==> config.mk <==
export PLATFORM = sky130hd
export DESIGN_NAME = result_stream_serializer
export DESIGN_NICKNAME = d
export VERILOG_FILES = /design/src/rtl/result_stream_serializer.sv
export SDC_FILE = /design/constraint.sdc
export NUM_CORES = 1
export LEC_CHECK = 0
export BUFFER_PORTS_ARGS = -buffer_cell sky130_fd_sc_hd__buf_2
export CAP_MARGIN = 15
export CORE_ASPECT_RATIO = 0.75
export CORE_MARGIN = 4
export CORE_UTILIZATION = 58
export CTS_BUF_LIST = sky130_fd_sc_hd__clkbuf_16
export CTS_CLUSTER_DIAMETER = 40
export DETAILED_ROUTE_END_ITERATION = 8
export HOLD_SLACK_MARGIN = 0.02
export PLACE_DENSITY_LB_ADDON = 0.1
export RECOVER_POWER = 25
export SLEW_MARGIN = 10
export SYNTH_ARGS = -nofsm -noshare
export SYNTH_HDL_FRONTEND = slang
export SYNTH_SLANG_ARGS = --single-unit
==> constraint.sdc <==
create_clock -name axi_clk -period 5.64 [get_ports axi_clk]
set_input_delay 1.41 -clock axi_clk [delete_from_list [all_inputs] [get_ports axi_clk]]
set_output_delay 1.41 -clock axi_clk [all_outputs]
set_load 0.02 [all_outputs]
==> src/rtl/result_stream_serializer.sv <==
// Splits each wide result word into N narrow AXI-Stream beats, low slice first.
// Counts words per frame to drive m_axis_last and pulses frame_done after it.
module result_stream_serializer #(
    parameter int IN_W  = 144,
    parameter int OUT_W = 48,
    parameter int CNT_W = 16
) (
    input  logic             axi_clk,
    input  logic             axi_rst,
    input  logic             s_axis_valid,
    input  logic [IN_W-1:0]  s_axis_data,
    output logic             s_axis_ready,
    output logic             m_axis_valid,
    output logic [OUT_W-1:0] m_axis_data,
    output logic             m_axis_last,
    input  logic             m_axis_ready,
    input  logic [CNT_W-1:0] cfg_frame_len,
    output logic             frame_done
);
    localparam int N     = IN_W / OUT_W;
    localparam int IDX_W = (N > 1) ? $clog2(N) : 1;
    localparam logic [IDX_W-1:0] LAST_IDX = IDX_W'(N - 1);

    logic [IN_W-1:0]  r_data_q;
    logic             r_full;
    logic [IDX_W-1:0] r_slice_idx;
    logic [CNT_W-1:0] r_word_cnt;
    logic [CNT_W-1:0] r_len_q;
    logic             r_frame_done;

    logic             w_last_slice;
    logic             w_last_word;
    logic             w_in_hs;
    logic             w_out_hs;
    logic             w_word_done;
    logic             w_frame_start;
    logic [CNT_W-1:0] w_len_m1;
    logic [CNT_W-1:0] w_cfg_len;
    logic [CNT_W-1:0] w_cnt_next;
    logic [OUT_W-1:0] w_slices [N];

    always_comb begin
        for (int i = 0; i < N; i++) begin
            w_slices[i] = r_data_q[i*OUT_W +: OUT_W];
        end
    end

    // Ready looks straight through at m_axis_ready so a new word can load in
    // the same cycle the final slice leaves, keeping the output bubble-free.
    assign w_last_slice  = (r_slice_idx == LAST_IDX);
    assign s_axis_ready  = !axi_rst && (!r_full || (m_axis_ready && w_last_slice));
    assign w_in_hs       = s_axis_valid && s_axis_ready;
    assign w_out_hs      = r_full && m_axis_ready;
    assign w_word_done   = w_out_hs && w_last_slice;

    assign w_len_m1      = r_len_q - CNT_W'(1);
    assign w_last_word   = (r_word_cnt == w_len_m1);
    assign w_cfg_len     = (cfg_frame_len == '0) ? CNT_W'(1) : cfg_frame_len;

    // NOTE: every signal written in always_comb gets a default first, so no path leaves it unassigned and infers a latch.
    always_comb begin
        w_cnt_next = r_word_cnt;
        if (w_word_done) begin
            w_cnt_next = w_last_word ? '0 : r_word_cnt + CNT_W'(1);
        end
    end

    // A word that lands on count zero (after any same-cycle wrap) opens a frame,
    // so back-to-back frames still pick up a changed length.
    assign w_frame_start = w_in_hs && (w_cnt_next == '0);

    assign m_axis_valid  = r_full;
    assign m_axis_data   = w_slices[r_slice_idx];
    assign m_axis_last   = r_full && w_last_slice && w_last_word;
    assign frame_done    = r_frame_done;

    // NOTE: sequential state uses non-blocking assignments so all registers update together from pre-edge values.
    always_ff @(posedge axi_clk) begin
        if (axi_rst) begin
            // NOTE: the word buffer is a plain register, not a RAM, so it is cleared to make m_axis_data read 0 after reset.
            r_data_q    <= '0;
            r_full      <= 1'b0;
            r_slice_idx <= '0;
        end else if (w_in_hs) begin
            r_data_q    <= s_axis_data;
            r_full      <= 1'b1;
            r_slice_idx <= '0;
        end else if (w_out_hs) begin
            if (w_last_slice) begin
                r_full      <= 1'b0;
                r_slice_idx <= '0;
            end else begin
                r_slice_idx <= r_slice_idx + IDX_W'(1);
            end
        end
    end

    always_ff @(posedge axi_clk) begin
        if (axi_rst) begin
            r_word_cnt   <= '0;
            r_len_q      <= '0;
            r_frame_done <= 1'b0;
        end else begin
            r_word_cnt   <= w_cnt_next;
            r_frame_done <= w_out_hs && m_axis_last;
            if (w_frame_start) begin
                r_len_q <= w_cfg_len;
            end
        end
    end

endmodule

==> results list, run 1 <==
- Outcome: complete, but fails checks
- Failing checks: max-capacitance violations, max-slew violations
- Timing startpoint of the critical path: axi_rst
- RSZ-0062 raised after global routing: false
- Number of distinct standard cells referenced by the synthesized netlist: 60
- Initial DRC count: 520
* Final clock period utilization by the worst path: 0.789
- Of the total synthesized cell area, the portion taken by full adders, half adders and majority gates is 0.00288.
* Total power after layout: 3.07 mW
* IR drop worst, VDD: 0.213 mV
- The count of cells in the finished layout, fillers not included, comes to 1450.
- Clock Skews: 0.00917 ns
- Of all cell types, the one taking the most synthesized area is dfxtp_1.
* Die height: 114 um
- Slew of the pin with the lowest slew margin: 3.17 ns
* Flops & latches, synth: 180
- Via count of the first global-routing pass: 7162
- The number of max-slew violations in the final report came to 101.
- Class of the most critical setup path: input pin to flip-flop
- In this run the worst hold path is classified as flip-flop to flip-flop.
- Data on the critical path arrives at its endpoint at 4.73 ns.
* Hold Worst Slack: 0.472 ns
- Total met3 wirelength after detailed routing: 1.60 mm
- Summed over all layers, the global routing overflow is 0.
- Number of gates resized after CTS: 0
* Placement Setup Slack: 1.58 ns
- Xor-xnor portion of the synthesized cell area: 0.0363
- The routed design has 22.1 mm of wire.
- Max-cap viol count: 1
- The detail route stage leaves a number of antenna-violating nets equal to 0.
* Register-to-Register Path Depth: 9
- PwrDens: 297 nW/um2
- Part of the Yosys area used for sequential elements: 0.414
- The clock tree synthesis step divided the H-tree into 4 levels.
- Top cell types by occurrence after synthesis: nand2_1 (355), dfxtp_1 (180), nand3b_1 (149)
- Latest clock arrival within the worst-skew pair: 0.42 ns
- The worst hold path was traced through 2 stages.
- Pin count of the biggest net entering global routing: 101
* Final hold vios: 0
* Combinational family with the most area after synthesis: simple AND/OR/NAND/NOR gates
* CTS tree: yes
- In this run, synthesis inferred 0 flip-flops with an integrated enable.
* Share of synthesized cell area in and, or, nand and nor gates: 0.347
- HPWL after detailed placement: 14.4 mm
- The portion of synthesized area spent on multiplexers is 0.0613.
* Length of routed met2 wiring: 9.77 mm
* Combined area of all synthesized cells: 8700 um2
- Buffers placed on the I/O ports in this run total 215.
- Placed standard-cell area: 9710 um2
- Wire length of the first global-routing pass: 35.8 mm
- Total GRT Usage: 0.256
- In this run the count of I/O pins placed on the die edge is 216.
- Worst setup margin: 1.19 ns
* Clock period minus final worst setup slack: 4.45 ns
- Capture point of the worst reg-to-reg path: r_len_q[12]
- Yosys warning total: 0
* Crit-path max FO: 100
- Buffers inserted during clock tree synthesis total 17.
- Cell at the root of the clock tree: clkbuf_16
- Summed over all cells, the static leakage comes to 4.69 nW.
- Share of the core filled with cells in the final layout: 0.708
- Reg-to-reg critical path startpoint: r_slice_idx[1]
- In the synthesized netlist, the number of instances is 1089.
- The clock passes through at most 2 buffers.
- Post-DR vias/cell: 5.40
* Endpoint class of the critical path: flip-flop
- The die is 149 um wide.
* Most repeated cell in the gate-level netlist after synthesis: nand2_1
- Setup slack on the worst reg-to-reg path comes out at 2.03 ns.
* Effective utilization at floorplan: 0.596
- The floorplan has 38 rows.
- The number of nets handed over by synthesis was 1255.
- Number of clock sinks: 180
- Top layer in use: met5
* DRC errors left: 0
- Post-CTS clock slew at the launch and capture registers of the worst setup and hold paths: 0.07 ns
* Area of all placed cells without fillers: 10300 um2
- Among all flip-flop cells after synthesis, the most frequent one is dfxtp_1.
- Area overhead of the layout relative to synthesis: 18.9%
* Routed len/inst: 15.3 um
* Achievable frequency: 0.225 GHz
- STA puts the critical path data required time at 5.92 ns.
* Proportion of layout cells with a drive suffix above 1: 0.216
- Setup bufs post-CTS: 0
- Die outline area: 17000 um2
- Initial antenna violation count: 2
* Critical path launch point type: input pin
* Layout Nets: 1402
* Weighted congestion at the end of routability-driven global placement: 0.916
- The most critical setup path has its endpoint at r_word_cnt[15].
* Hold-fix buffer count after cts: 0
- Cell count after placement: 1417
* Total negative setup slack: 0 ns
- Via count of the routed design: 7826
- For this block, wires on met1 add up to 10.4 mm.
* Setup violators final: 0
- # fillers: 1239
- The core region is 14600 um2.
* First-pass DRT Iterations: 5
- Of the post-synthesis cell area, the dominant cell type holds 0.414.
- After synthesis, the share of flip-flops with an asynchronous set or reset is 0.
* Compound-Gate Fraction of Synth Area: 0.0862
- Headroom to the max-slew limit: -1.12
- Dividing the synthesized area by the synthesized cell count gives 7.99 um2.
- Top area cells in the synthesized netlist: dfxtp_1 (41%), nand2_1 (15%), nand3b_1 (13%), mux2i_1 (5.9%), clkbuf_1 (3.0%)
-- report_power, final --
part / total [mW] / leakage [nW] / switching (mW) / internal [mW]
Sequential: 1.41 / 1.48 / 0.0614 / 1.35
Clock: 1.27 / 0.304 / 0.493 / 0.782
Combinational: 0.387 / 2.91 / 0.211 / 0.175
-- per-layer routing --
layer	up-vias	track usage
met2	264	0.386
met5	-	0
met1	3549	0.373
li1	3990	-
met3	21	0.0544
met4	2	0.0732
-- worst min path at each step --
stage	start	end
2_1_floorplan	r_data_q[0]	r_data_q[0]
3_3_place_gp	r_data_q[29]	r_data_q[29]
3_5_place_dp	r_data_q[134]	r_data_q[134]
4_1_cts	r_data_q[93]	r_data_q[93]
5_1_grt	r_data_q[39]	r_data_q[39]
6_report	r_data_q[35]	r_data_q[35]
-- area by class of cell --
type | instances | area, um2 | share of cell area
diodes | 1 | 2.50 | 0.000242
clock buffers | 17 | 425 | 0.0412
clock inverters | 15 | 210 | 0.0203
inverters | 14 | 52.6 | 0.00508
multi-input cells | 801 | 4660 | 0.451
flip-flops and latches | 180 | 3610 | 0.349
well taps | 200 | 250 | 0.0242
repair buffers | 222 | 1120 | 0.109
-- cells by family (layout without fill, tap and decap cells) --
logic type      Yosys count  in the layout
simple gates            596            596
fa+ha+maj                 2              2
mux                      53             53
compound gates          114            114
other cells               0              1
flops                   180            180
xor+xnor                 36             36
buf+inv                 108            268
-- cells in the final DEF (no fill, tap or decap), types with 4 or more instances in the layout --
cell	instances
nand3_1	6
buf_2	212
nand2_1	355
nor4_1	5
mux2i_1	51
nand3b_1	149
nor3_1	10
clkbuf_16	17
xor2_1	20
o22ai_1	41
nor2_1	31
inv_1	15
nand4_1	7
bufinv_16	5
o21ai_0	24
or3b_2	4
dfxtp_1	178
xnor2_1	16
buf_4	7
o41ai_1	11
a21oi_1	12
-- state kept, by name, summed over array words and instances (netlist names) --
signal and count:
r_len_q 16, m_axis_valid 1, r_data_q 144, r_word_cnt 16
frame_done 1, r_slice_idx 2
-- worst max-delay path: stages --
cell and delay, ns:
buf_4 0.45, clkbuf_1 2.28, a21o_1 0.47, nor2_1 0.10
Note: power is estimated with default switching activity, not from simulation.
==> inputs of run 2 (changes only) <==
--- a/config.mk
+++ b/config.mk
@@ -9,7 +9,7 @@
 export CAP_MARGIN = 15
 export CORE_ASPECT_RATIO = 0.75
 export CORE_MARGIN = 4
-export CORE_UTILIZATION = 58
+export CORE_UTILIZATION = 49
 export CTS_BUF_LIST = sky130_fd_sc_hd__clkbuf_16
 export CTS_CLUSTER_DIAMETER = 40
 export DETAILED_ROUTE_END_ITERATION = 8
==> constraint.sdc (replaced) <==
create_clock -name axi_clk -period 3.9 [get_ports axi_clk]
set_input_delay 0.975 -clock axi_clk [delete_from_list [all_inputs] [get_ports axi_clk]]
set_output_delay 0.975 -clock axi_clk [all_outputs]
set_load 0.02 [all_outputs]
==> run 2 against run 1 <==
Compared with the run above: the flow finishes with violations (max-slew violations); critical path depth grew 4; core utilization shrank 9.7 points; first-iteration DRC count rose by 14%; hold slack is essentially flat; wire length grew 4.8%; power increased by 38%; sequential power increased by 43%; combinational power rose by 56%; die area grew 17%; largest cell class unchanged; largest power group unchanged.
==> results list, run 2 (synthesized netlist as in run 1, its figures left out) <==
* Outcome: complete, but fails checks
- Failing checks: max-slew violations
- The share of total power dissipated in the clock network is 0.381.
- After detailed routing, the number of vias per cell comes to 5.26.
- Across the VDD grid, the largest voltage drop is 0.250 mV.
- Counting the fill cells in the layout gives 1625.
* Worst min-delay path class: flip-flop to flip-flop
* HPWL after detailed placement: 15.3 mm
- Max-cap viol count: 0
- The design draws 4.25 mW.
- Die outline area: 20000 um2
- Clock Skews: 0.00882 ns
- Leaving out fill and tap cells, the most frequent cell in the layout is nand2_1.
- Number of ports placed on the die boundary: 216
* PwrDens: 406 nW/um2
* Cell count after placement: 1461
- The initialized floorplan defines 41 standard-cell rows.
- Area overhead of the layout relative to synthesis: 20.3%
* Flip-flop count of the largest register, all copies and words added: 144
- Critical path launch point type: flip-flop
* Die height: 123 um
* Layout Nets: 1414
- The initial antenna violation count is 5.
* Class of the most critical setup path: flip-flop to output pin
* Via count of the first global-routing pass: 7274
* Headroom to the max-slew limit: -0.00514
- Number of max-slew violations in the final report: 45
- Total GRT Usage: 0.225
- Leaving out fill and tap cells, the most frequent cells in the layout are nand2_1 (355), buf_2 (211), dfxtp_1 (175), nand3b_1 (149), mux2i_1 (51).
- Register area: 3610 um2
* Effective utilization at floorplan: 0.508
- Hold Worst Slack: 0.473 ns
* First-pass DRT Iterations: 7
* Total wirelength of the detailed-routed design: 23.2 mm
* Global-route congestion overflow total: 0
- In this run the clock root is driven by a clkbuf_16.
- H-Tree Depth: 4
- ANT nets after route: 0
- Initial DRC count: 595
- At the end of routability-driven placement, the weighted congestion stood at 0.931.
- Summing all multi-input logic gate instances after layout gives 4730 um2.
* Slew of the pin with the lowest slew margin: 1.51 ns
- Timing would allow up to 0.265 GHz.
* Count of input and output buffers: 215
- DRC errors left: 0
* Total negative setup slack: 0 ns
* Static power due to leakage: 4.74 nW
- After clock tree synthesis, the clock-pin slew on the worst setup and hold paths is 0.07 ns.
- For the worst-skew pair, the clock arrives at the later sink with an insertion delay of 0.43 ns.
- Core Area: 17100 um2
- Counting the buffers created by CTS gives 17.
* Count of placed standard cells in the final layout, fillers left out: 1498
- Pin count of the biggest net entering global routing: 145
* Int Pwr: 3.06 mW
- Number of clock sinks: 180
- CTS tree: yes
* Routed len/inst: 15.5 um
* Hold-fix buffer count after cts: 0
* Critical path required time: 2.92 ns
* Maximum root-to-sink buffer count: 2
- For this design the total switching power over the nets is 1.20 mW.
- Combinational Power Share: 0.142
- The first global-routing pass estimated 36.7 mm of wire.
* Proportion of total power due to net switching: 0.281
- Largest register by flop count: r_data_q
- Proportion of layout cells with a drive suffix above 1: 0.236
- Setup violations remaining at the end of the flow were counted as 0.
* Via count of the routed design: 7879
- STA classifies the critical path endpoint as an output pin.
* Clock period minus final worst setup slack: 3.77 ns
* Final clock period utilization by the worst path: 0.967
- Reg power frac: 0.476
* Die Wd: 162 um
- OpenSTA, run right after detailed placement, puts the worst setup slack at 0.367 ns.
- Data on the critical path arrives at its endpoint at 2.80 ns.
- Final hold vios: 0
- Crit-path max FO: 8
- Setup slack closes at 0.130 ns.
* Regs by FF count: r_data_q: 144 flops, r_len_q: 16 flops, r_word_cnt: 16 flops
==> run 2: metrics by stage <==
step | utilization | area [um2]
floorplan | - | 8700
global placement | 0.573 | 9820
detailed placement | 0.573 | 9820
CTS | 0.608 | 10400
global route | 0.611 | 10500
finish | 0.611 | 10500
==> run 2: what timing repair did <==
action                     4_1_cts  5_1_grt
pin swaps                        1        6
gates resized for setup          6       12
setup endpoints to repair        1        1
buffers inserted                 1        3
==> run 2: layout make-up <==
| type | count | share of cell area |
|---|---|---|
| Multi-Input combinational cell | 801 | 0.452 |
| Antenna cell | 1 | 0.000239 |
| Inverter | 14 | 0.00502 |
| Timing Repair Buffer | 234 | 0.116 |
| Sequential cell | 180 | 0.345 |
| Clock buffer | 17 | 0.0407 |
| Tap cell | 236 | 0.0282 |
| Clock inverter | 15 | 0.0120 |
==> run 2: final timing paths <==
path / slack (ns) / end / depth (start not counted) / startpoint
max: 0.13 / m_axis_last / 8 / r_len_q[2]
min: 0.47 / r_data_q[25] / 2 / r_data_q[25]
max reg2reg: 0.92 / r_len_q[13] / 10 / r_word_cnt[2]
min reg2reg: 0.47 / r_data_q[25] / 2 / r_data_q[25]
==> run 2: routing by layer <==
layer	share of wire	track usage	vias up
li1	-	-	4004
met1	0.49	0.322	3597
met2	0.42	0.330	236
met3	0.079	0.0730	34
met4	0.013	0.0565	8
met5	0.0023	0	-
==> run 2: critical path, stage by stage, from the launching register on <==
cell	delay, ns
dfxtp_2	0.37
nor4_4	0.38
nand2_2	0.12
or4_4	0.51
a221oi_4	0.29
o2111ai_2	0.19
nor2_2	0.17
and3_1	0.18
buf_4	0.14
==> run 2: power groups by stage <==
stage / sequential (mW) / combinational [mW] / clock (mW)
after CTS: 2.02 / 0.591 / 1.66
after global placement: 2.06 / 0.575 / 0
after detailed placement: 2.06 / 0.581 / 0
final: 2.02 / 0.605 / 1.62
after global routing: 2.04 / 0.672 / 1.74
after floorplan: 2.04 / 0.389 / 0
